$ cat src/rtl/if_fetch_stage_if.sv
// Instruction-memory request/acknowledge port between the fetch stage and imem.
// Read data is only meaningful in the cycle imem_ack_i is high.
interface if_fetch_stage_if;
    logic        imem_req_o;
    logic [15:0] imem_addr_o;
    logic        imem_ack_i;
    logic [15:0] imem_data_i;

    modport master (output imem_req_o, output imem_addr_o, input imem_ack_i, input imem_data_i);
    modport slave  (input imem_req_o, input imem_addr_o, output imem_ack_i, output imem_data_i);
endinterface

$ cat src/rtl/if_fetch_stage.sv
// mcpu instruction-fetch stage: owns the PC, runs the imem req/ack port and loads
// the IF/ID register, with a one-entry skid buffer absorbing an ack that lands during a stall.
module if_fetch_stage #(
    parameter logic [15:0] RESET_PC = 16'h0000,
    parameter logic [15:0] NOP_INST = 16'h0800
) (
    input  logic                   clk,
    input  logic                   rst,
    input  logic                   stall_i,
    input  logic                   flush_i,
    input  logic                   br_taken_i,
    input  logic [15:0]            br_target_i,
    if_fetch_stage_if.master       imem,
    output logic [15:0]            id_pc_o,
    output logic [15:0]            id_inst_o,
    output logic                   id_valid_o
);
    typedef enum logic [1:0] {BOOT, FETCH, HOLD} state_e;

    state_e      state_q, state_d;
    logic [15:0] pc_q, pc_d;
    logic [15:0] tgt_q, tgt_d;
    logic        discard_q, discard_d;
    logic [15:0] skid_pc_q, skid_pc_d;
    logic [15:0] skid_inst_q, skid_inst_d;
    logic [15:0] id_pc_q, id_pc_d;
    logic [15:0] id_inst_q, id_inst_d;
    logic        id_valid_q, id_valid_d;
    logic        kill;

    // pc_q is the address on the bus while fetching; it stays put during a discarded
    // request so req/addr remain stable, with the redirect target parked in tgt_q.
    assign imem.imem_req_o  = (state_q == FETCH);
    assign imem.imem_addr_o = pc_q;
    assign id_pc_o          = id_pc_q;
    assign id_inst_o        = id_inst_q;
    assign id_valid_o       = id_valid_q;
    assign kill             = br_taken_i | flush_i;

    always_comb begin
        state_d     = state_q;
        pc_d        = pc_q;
        tgt_d       = tgt_q;
        discard_d   = discard_q;
        skid_pc_d   = skid_pc_q;
        skid_inst_d = skid_inst_q;
        id_pc_d     = id_pc_q;
        id_inst_d   = id_inst_q;
        id_valid_d  = id_valid_q;

        if (kill) begin
            id_valid_d = 1'b0;
            id_inst_d  = NOP_INST;
        end

        unique case (state_q)
            BOOT: begin
                state_d = FETCH;
                if (br_taken_i) pc_d = br_target_i;
            end
            FETCH: begin
                if (imem.imem_ack_i) begin
                    if (discard_q) begin
                        discard_d = 1'b0;
                        pc_d      = br_taken_i ? br_target_i : tgt_q;
                    end else if (br_taken_i) begin
                        pc_d = br_target_i;
                    end else if (flush_i) begin
                        pc_d = pc_q + 16'd1;
                    end else if (stall_i) begin
                        skid_pc_d   = pc_q;
                        skid_inst_d = imem.imem_data_i;
                        pc_d        = pc_q + 16'd1;
                        state_d     = HOLD;
                    end else begin
                        id_pc_d    = pc_q;
                        id_inst_d  = imem.imem_data_i;
                        id_valid_d = 1'b1;
                        pc_d       = pc_q + 16'd1;
                    end
                end else if (br_taken_i) begin
                    discard_d = 1'b1;
                    tgt_d     = br_target_i;
                end
            end
            HOLD: begin
                // Leaving HOLD on a kill is what empties the skid buffer.
                if (kill) begin
                    if (br_taken_i) pc_d = br_target_i;
                    state_d = FETCH;
                end else if (!stall_i) begin
                    id_pc_d    = skid_pc_q;
                    id_inst_d  = skid_inst_q;
                    id_valid_d = 1'b1;
                    state_d    = FETCH;
                end
            end
            default: state_d = BOOT;
        endcase
    end

    always_ff @(posedge clk or negedge rst) begin
        if (!rst) begin
            state_q     <= BOOT;
            pc_q        <= RESET_PC;
            tgt_q       <= RESET_PC;
            discard_q   <= 1'b0;
            skid_pc_q   <= 16'h0000;
            skid_inst_q <= NOP_INST;
            id_pc_q     <= 16'h0000;
            id_inst_q   <= NOP_INST;
            id_valid_q  <= 1'b0;
        end else begin
            state_q     <= state_d;
            pc_q        <= pc_d;
            tgt_q       <= tgt_d;
            discard_q   <= discard_d;
            skid_pc_q   <= skid_pc_d;
            skid_inst_q <= skid_inst_d;
            id_pc_q     <= id_pc_d;
            id_inst_q   <= id_inst_d;
            id_valid_q  <= id_valid_d;
        end
    end
endmodule
$ cat src/flat_wrapper.sv
// flat-port wrapper written by rule: the top's interface ports become plain ports
module if_fetch_stage_flat 
#(
    parameter logic [15:0] RESET_PC = 16'h0000,
    parameter logic [15:0] NOP_INST = 16'h0800
)
  (clk, rst, stall_i, flush_i, br_taken_i, br_target_i, id_pc_o, id_inst_o, id_valid_o, imem_imem_req_o, imem_imem_addr_o, imem_imem_ack_i, imem_imem_data_i);
  if_fetch_stage_if imem_i ();
  input  logic clk;
  input  logic rst;
  input  logic stall_i;
  input  logic flush_i;
  input  logic br_taken_i;
  input  logic [15:0] br_target_i;
  output logic [15:0] id_pc_o;
  output logic [15:0] id_inst_o;
  output logic id_valid_o;
  output wire logic [$bits(imem_i.imem_req_o)-1:0] imem_imem_req_o;
  output wire logic [$bits(imem_i.imem_addr_o)-1:0] imem_imem_addr_o;
  input wire logic [$bits(imem_i.imem_ack_i)-1:0] imem_imem_ack_i;
  input wire logic [$bits(imem_i.imem_data_i)-1:0] imem_imem_data_i;
  assign imem_imem_req_o = imem_i.imem_req_o;
  assign imem_imem_addr_o = imem_i.imem_addr_o;
  assign imem_i.imem_ack_i = imem_imem_ack_i;
  assign imem_i.imem_data_i = imem_imem_data_i;
  if_fetch_stage #(.RESET_PC(RESET_PC), .NOP_INST(NOP_INST)) u_core (.clk(clk), .rst(rst), .stall_i(stall_i), .flush_i(flush_i), .br_taken_i(br_taken_i), .br_target_i(br_target_i), .imem(imem_i), .id_pc_o(id_pc_o), .id_inst_o(id_inst_o), .id_valid_o(id_valid_o));
endmodule
$ cat config.mk
export PLATFORM = sky130hd
export DESIGN_NAME = if_fetch_stage_flat
export DESIGN_NICKNAME = d
export VERILOG_FILES = /design/src/rtl/if_fetch_stage_if.sv /design/src/rtl/if_fetch_stage.sv /design/src/flat_wrapper.sv
export SDC_FILE = /design/constraint.sdc
export NUM_CORES = 1
export LEC_CHECK = 0
export BUFFER_PORTS_ARGS = -buffer_cell sky130_fd_sc_hd__buf_2
export CAP_MARGIN = 20
export CORE_ASPECT_RATIO = 1.1
export CORE_MARGIN = 2
export CORE_UTILIZATION = 35
export DETAILED_ROUTE_END_ITERATION = 6
export PLACE_DENSITY_LB_ADDON = 0.05
export REMOVE_ABC_BUFFERS = 1
export SYNTH_ARGS = -nofsm -noshare
export SYNTH_HDL_FRONTEND = slang
export SYNTH_SLANG_ARGS = --single-unit
$ cat constraint.sdc
create_clock -name clk -period 5 [get_ports clk]
set_clock_uncertainty 0.05 [all_clocks]
set_input_delay 0.25 -clock clk [delete_from_list [all_inputs] [get_ports clk]]
set_output_delay 0.25 -clock clk [all_outputs]
set_load 0.005 [all_outputs]
After elaboration in Yosys (flattened, before gate mapping)
Index checks and enable logic that the tools add are counted.

storage, ports and cells
  register bits = 100
  input bits = 38

cells by class
  add/subtract/negate cells = 1
  equal/unequal tests = 12
  muxes and demuxes = 42
  bitwise operators = 5
  reductions and logical operators = 10

operators by type and width
  operator                 count
  $mux W16                 21
  $pmux W16 S2             2
  $pmux W16 S3             1
  $add A16 B1 Y16 const B  1
  $mux W2                  7
  $ne A2 B2 Y1 const B     7
  $reduce_and A6 Y1        2
  $mux W1                  9
  $reduce_and A8 Y1        1
  $pmux W2 S3              1
  $ne A2 B1 Y1 const B     2
  $not A1 Y1               4
  $reduce_and A2 Y1        2
  $reduce_bool A2 Y1       2
  $ne A3 B2 Y1 const B     1
  $reduce_and A3 Y1        1
  $reduce_bool A3 Y1       1
  $eq A2 B1 Y1 const B     1
  $eq A2 B2 Y1 const B     1
  $logic_not A2 Y1         1
  $pmux W1 S2              1
  $or A1 B1 Y1             1

Longest topological paths before layout
  word-level depth = 8
  mapped depth = 8

Least setup slack after synthesis
No wires, ideal clock.

  path type = flip-flop to flip-flop
  from = reg u_core.state_q[0]
  to = reg u_core.pc_q[10] (netlist: u_core.imem.imem_addr_o[10])
  library setup time = 0.134 ns
  arrival time = 1.741 ns
  data required time = 4.816 ns
  setup slack = 3.075 ns
  cell stages (with the launch flop) = 9
  path buffers = 2
  clock period less this slack = 1.925 ns
  cell sequence = dfrtp_1 -> inv_1 -> ha_1 -> nor3b_4 -> buf_2 -> nor3_1 -> buf_2 -> a311oi_1 -> o22ai_1

between the ends
  cells in the longest elaborated chain, start to end = 3
  elaborated cells on any way between the ends = 8
  classes of those cells = eq/ne: 4; mux: 1; reduce/logical: 3

RTL lines
  item                                                                 RTL line               source
  start: declaration                                                   if_fetch_stage.sv:20   state_e state_q, state_d;
  start signal: assignment                                             if_fetch_stage.sv:114  state_q <= state_d;
  $eq A2 B2 Y1, or another cell as far along                           if_fetch_stage.sv:56   unique case (state_q)
  $ne A2 B1 Y1 (no source line) or $reduce_bool A3 Y1 (tied branches)  n/a
  $reduce_and A3 Y1 (no source line)                                   n/a
  end signal: assignment                                               if_fetch_stage.sv:115  pc_q <= pc_d;
  end: declaration                                                     if_fetch_stage.sv:21   logic [15:0] pc_q, pc_d;

Several ways; a longest one is shown, not always the timed one.
A chain may end at the register's enable or synchronous reset.

Worst setup path in the final report
  from = reg u_core.state_q[1]
  to = reg u_core.pc_q[13] (netlist: u_core.imem.imem_addr_o[13])

Same word-level chain as after synthesis.

==> out/qor.tcl <==
set qor(critical-path-slowest-cell) {sky130_fd_sc_hd__ha_1}
set qor(worst-setup-path-type) {register to register}
set qor(netlist_instances) 481
set qor(top_level_ports) 88
set qor(timing.reg2reg.worst_path_depth) 7
set qor(design.core.area_um2) 14300
set qor(die_width_um) 119
set qor(routed_wirelength_um) 13700
set qor(detailroute.wirelength.met2_um) 6460
set qor(library_cell_occupying_the_most_area_in_the_post_synthesis_netlist) {sky130_fd_sc_hd__dfrtp_1}
set qor(synth_seq_area_share) 0.495
set qor(clock.fmax_ghz) 0.338
set qor(setup_total_negative_slack_ns) 0
set qor(drv_cap) 0
set qor(count_of_flip_flops_with_a_built_in_enable_after_synthesis) 0
set qor(io_buffer_count) 87
set qor(die_area_um2) 15400
set qor(gr-total-overflow) 0
set qor(detail_route.iter0.violations) 242
set qor(layoutNonFillerInstCount) 747
set qor(timing.reg2reg.setup_slack_ns) 2.04
set qor(worst_pin_slew_ns) 1.07
set qor(cts.hold.buffers_added) 0
set qor(part_of_the_total_power_dissipated_in_the_clock_network) 0.206
set qor(routed-wl-met3_um) 807
set qor(worst-path-buf-inv) 2
set qor(most_area_consuming_cells_after_synthesis) {sky130_fd_sc_hd__dfrtp_1 (48%), sky130_fd_sc_hd__mux2_2 (9.3%), sky130_fd_sc_hd__o21ai_0 (4.0%)}
set qor(run_status) {finished, violations left}
set qor(post_drt_wl_per_cell_um) 18.3
set qor(ys.warnings.count) 0
set qor(yosys.area.top_type_share) 0.485
set qor(die_h_um) 130
set qor(design.final.nets) 593
set qor(detail_route.drc_violations) 0
set qor(internal_power_uw) 2090
set qor(critical_path.cell_chain) {inv_1 -> ha_1 -> nor3b_2 -> buf_4 -> nor4b_4 -> a211oi_1 -> o221ai_1}
set qor(yosys_reg_bits) 100
set qor(slowest_delay_ns) 0.71
set qor(final_replace_weighted_congestion) 0.813
set qor(synth-async-reset-ratio) 1.00
set qor(start_util) 0.354
set qor(area_growth_syn_to_layout_pct) 17.4
set qor(netlist_area_um2) 5060
set qor(htreeDepth) 3
set qor(fin_crit_ns) 2.96
set qor(worstHoldPathType) {input port to asynchronous set/reset pin}
set qor(power.share.switching) 0.374
set qor(grt_util_all_layers) 0.187
set qor(dpl.hpwl_um) 8810
set qor(cts_post_setup_buffers_inserted) 0
set qor(clock-root-buffer) {sky130_fd_sc_hd__clkbuf_16}
set qor(clock_insertion_delay_at_the_later_pin_of_the_skew_report_ns) 0.35
set qor(max-vdd-ir-drop_mv) 0.169
set qor(tritoncts) {done}
set qor(numPlacedInstances) 730
set qor(p_per_area_nw_per_um2) 562
set qor(synth_area_per_cell_um2) 10.5
set qor(final.hold.worst_slack_ns) -0.0391
set qor(grt_antenna_before_repair) 1
set qor(timing.critical_path.max_delay_family) {simple AND/OR/NAND/NOR gates}
set qor(vias_per_cell) 5.40
set qor(via_count_of_the_first_global_routing_pass) 4058
set qor(cp.depth) 7
set qor(final_report_hold_violation_count) 21
set qor(numClockSinks) 100
set qor(antennaDiodeCount) 0
set qor(critPathCaptureType) {register}
set qor(worstSetupStartpointType) {register}
set qor(grt_first_pass_wirelength_um) 22300
set qor(highest_net_fanout_along_the_worst_path) 25
set qor(timing.critical_path.arrival_ns) 3.17
set qor(placement_rows) 46
set qor(cts_max_path_buffers) 2
set qor(violations_in_the_final_reports) {hold timing}
set qor(critical_path.reg2reg.startpoint) {u_core.state_q[1]}
set qor(cts_inserted_buffers) 9
set qor(cp_data_required_time_ns) 5.21
set qor(layout.filler_cells) 1477
set qor(detail_route.wirelength.met1_um) 6030
set qor(path_clk_slew_ns) 0.07
set qor(highest-signal-layer) {met5}
set qor(grt_start_max_net_pins) 68
set qor(setup-violations-final) 0
set qor(setup_repair_after_global_routing_missed_its_margin) {false}
set qor(total_leakage_power_uw) 0.00261
set qor(critical_path.reg2reg.endpoint) {u_core.imem.imem_addr_o[13]}
set qor(comb_power_share) 0.374
set qor(via_count) 4031
set qor(final_antenna_net_count) 0
set qor(dr.pass1.iters) 4
set qor(power.share.sequential) 0.420
set qor(timing.slew.headroom) 0.288
set qor(final_layout_size_suffix_gt1_frac) 0.292
set qor(synth_cell_types) 55
set qor(cts_repair_resize_count) 0
set qor(total_switching_power_uw) 1250
set qor(timing_max_transition_violations_final) 0
set qor(ys_flop_type) {sky130_fd_sc_hd__dfrtp_1}
set qor(layout_worst_path_cycle_share) 0.591
cell usage after synthesis, types with 7 or more instances:
cell type                  instances
sky130_fd_sc_hd__a211oi_1          7
sky130_fd_sc_hd__a21oi_1          13
sky130_fd_sc_hd__a32oi_1          16
sky130_fd_sc_hd__buf_2            16
sky130_fd_sc_hd__clkbuf_1         17
sky130_fd_sc_hd__dfrtp_1          98
sky130_fd_sc_hd__inv_1            28
sky130_fd_sc_hd__mux2_2           42
sky130_fd_sc_hd__mux2i_1          19
sky130_fd_sc_hd__nand2_1          42
sky130_fd_sc_hd__nand2b_1          7
sky130_fd_sc_hd__nand3_1           9
sky130_fd_sc_hd__nand4_1           8
sky130_fd_sc_hd__nor2_1           15
sky130_fd_sc_hd__nor3_1            8
sky130_fd_sc_hd__o211ai_1          8
sky130_fd_sc_hd__o21ai_0          40
sky130_fd_sc_hd__o32ai_1          16
power by group through the flow:
stage	Combinational (uW)	Sequential (uW)	Clock (uW)
2_1_floorplan	797	1380	0
3_3_place_gp	1240	1410	0
3_5_place_dp	1260	1410	0
4_1_cts	1260	1400	711
5_1_grt	1390	1460	750
6_report	1250	1400	689
worst register-to-register path: cells and delay by family (launching register included):
| kind | cells | cell delay [ns] |
|---|---|---|
| and+or+nand+nor | 2 | 0.94 |
| adders and majority gates | 1 | 0.71 |
| DFF | 1 | 0.40 |
| buffers and inverters | 2 | 0.40 |
| AOI/OAI and AO/OA | 2 | 0.37 |
flip-flops by register name, summed over array words and instances (netlist names):
| register | flops |
|---|---|
| u_core.state_q | 2 |
| u_core.id_pc_o | 16 |
| u_core.id_inst_o | 16 |
| u_core.id_valid_o | 1 |
| u_core.discard_q | 1 |
| u_core.skid_pc_q | 16 |
| u_core.imem.imem_addr_o | 16 |
| u_core.tgt_q | 16 |
| u_core.skid_inst_q | 16 |
worst max-delay path by stage:
stage,startpoint,endpoint,slack [ns]
2_1_floorplan,u_core.state_q[1],u_core.skid_inst_q[0],1.50
3_3_place_gp,u_core.state_q[1],u_core.skid_pc_q[15],1.85
3_5_place_dp,u_core.state_q[1],u_core.skid_inst_q[8],1.76
4_1_cts,u_core.state_q[1],u_core.skid_pc_q[12],1.75
5_1_grt,u_core.state_q[1],u_core.imem.imem_addr_o[13],1.75
6_report,u_core.state_q[1],u_core.imem.imem_addr_o[13],2.04
per-stage QoR:
step	area, um2	total power (uW)	setup slack (ns)	hold slack [ns]	util
4_1_cts	5910	3380	1.75	0.0143	0.414
6_report	5940	3340	2.04	-0.0391	0.416
5_1_grt	5940	3600	1.75	0.0547	0.416
3_3_place_gp	5630	2650	1.85	0.403	0.395
2_1_floorplan	4900	2170	1.50	-0.0956	-
3_5_place_dp	5630	2670	1.76	0.391	0.395
logic make-up after synthesis:
group,Yosys count,synth area share
AO/OA/AOI/OAI,128,0.175
AND/OR/NAND/NOR,119,0.128
XOR/XNOR,3,0.00520
buffers and inverters,65,0.0529
adder cells (fa/ha/maj),5,0.0124
flip-flops,100,0.495
multiplexers,61,0.131
cell type report:
class                      count  area [um2]  share of cell area
timing repair buffer          95         518              0.0872
multi-input combinational    316        2290               0.386
clock inverter                 3        40.0             0.00674
tap                          192         240              0.0404
clock buffer                  13         240              0.0404
inverter                      28         105              0.0177
sequential                   100        2500               0.422
routing by layer:
layer | global-route usage | vias to the layer above
li1 | - | 1916
met1 | 0.238 | 1983
met2 | 0.305 | 112
met3 | 0.0415 | 18
met4 | 0.0882 | 2
met5 | 0 | -
layout by cell type (no fill, tap or decap), types with 4 or more instances in the layout:
| cell | Yosys | final |
|---|---|---|
| sky130_fd_sc_hd__o32ai_1 | 16 | 16 |
| sky130_fd_sc_hd__a21oi_1 | 13 | 13 |
| sky130_fd_sc_hd__mux2_2 | 42 | 42 |
| sky130_fd_sc_hd__clkbuf_1 | 17 | 4 |
| sky130_fd_sc_hd__nor3_1 | 8 | 8 |
| sky130_fd_sc_hd__dfrtp_1 | 98 | 98 |
| sky130_fd_sc_hd__mux2i_1 | 19 | 19 |
| sky130_fd_sc_hd__ha_1 | 5 | 5 |
| sky130_fd_sc_hd__o21ai_0 | 40 | 40 |
| sky130_fd_sc_hd__nand2b_1 | 7 | 7 |
| sky130_fd_sc_hd__inv_1 | 28 | 28 |
| sky130_fd_sc_hd__o211ai_1 | 8 | 8 |
| sky130_fd_sc_hd__nor2_1 | 15 | 15 |
| sky130_fd_sc_hd__clkbuf_16 | 0 | 9 |
| sky130_fd_sc_hd__nand3b_1 | 5 | 5 |
| sky130_fd_sc_hd__nor4_1 | 4 | 4 |
| sky130_fd_sc_hd__buf_2 | 16 | 86 |
| sky130_fd_sc_hd__buf_4 | 1 | 8 |
| sky130_fd_sc_hd__nand4_1 | 8 | 8 |
| sky130_fd_sc_hd__a211oi_1 | 7 | 7 |
| sky130_fd_sc_hd__nand3_1 | 9 | 8 |
| sky130_fd_sc_hd__a22oi_1 | 4 | 4 |
| sky130_fd_sc_hd__nand2_1 | 42 | 42 |
| sky130_fd_sc_hd__a32oi_1 | 16 | 16 |
No activity file was read; power rests on OpenSTA's default activity.
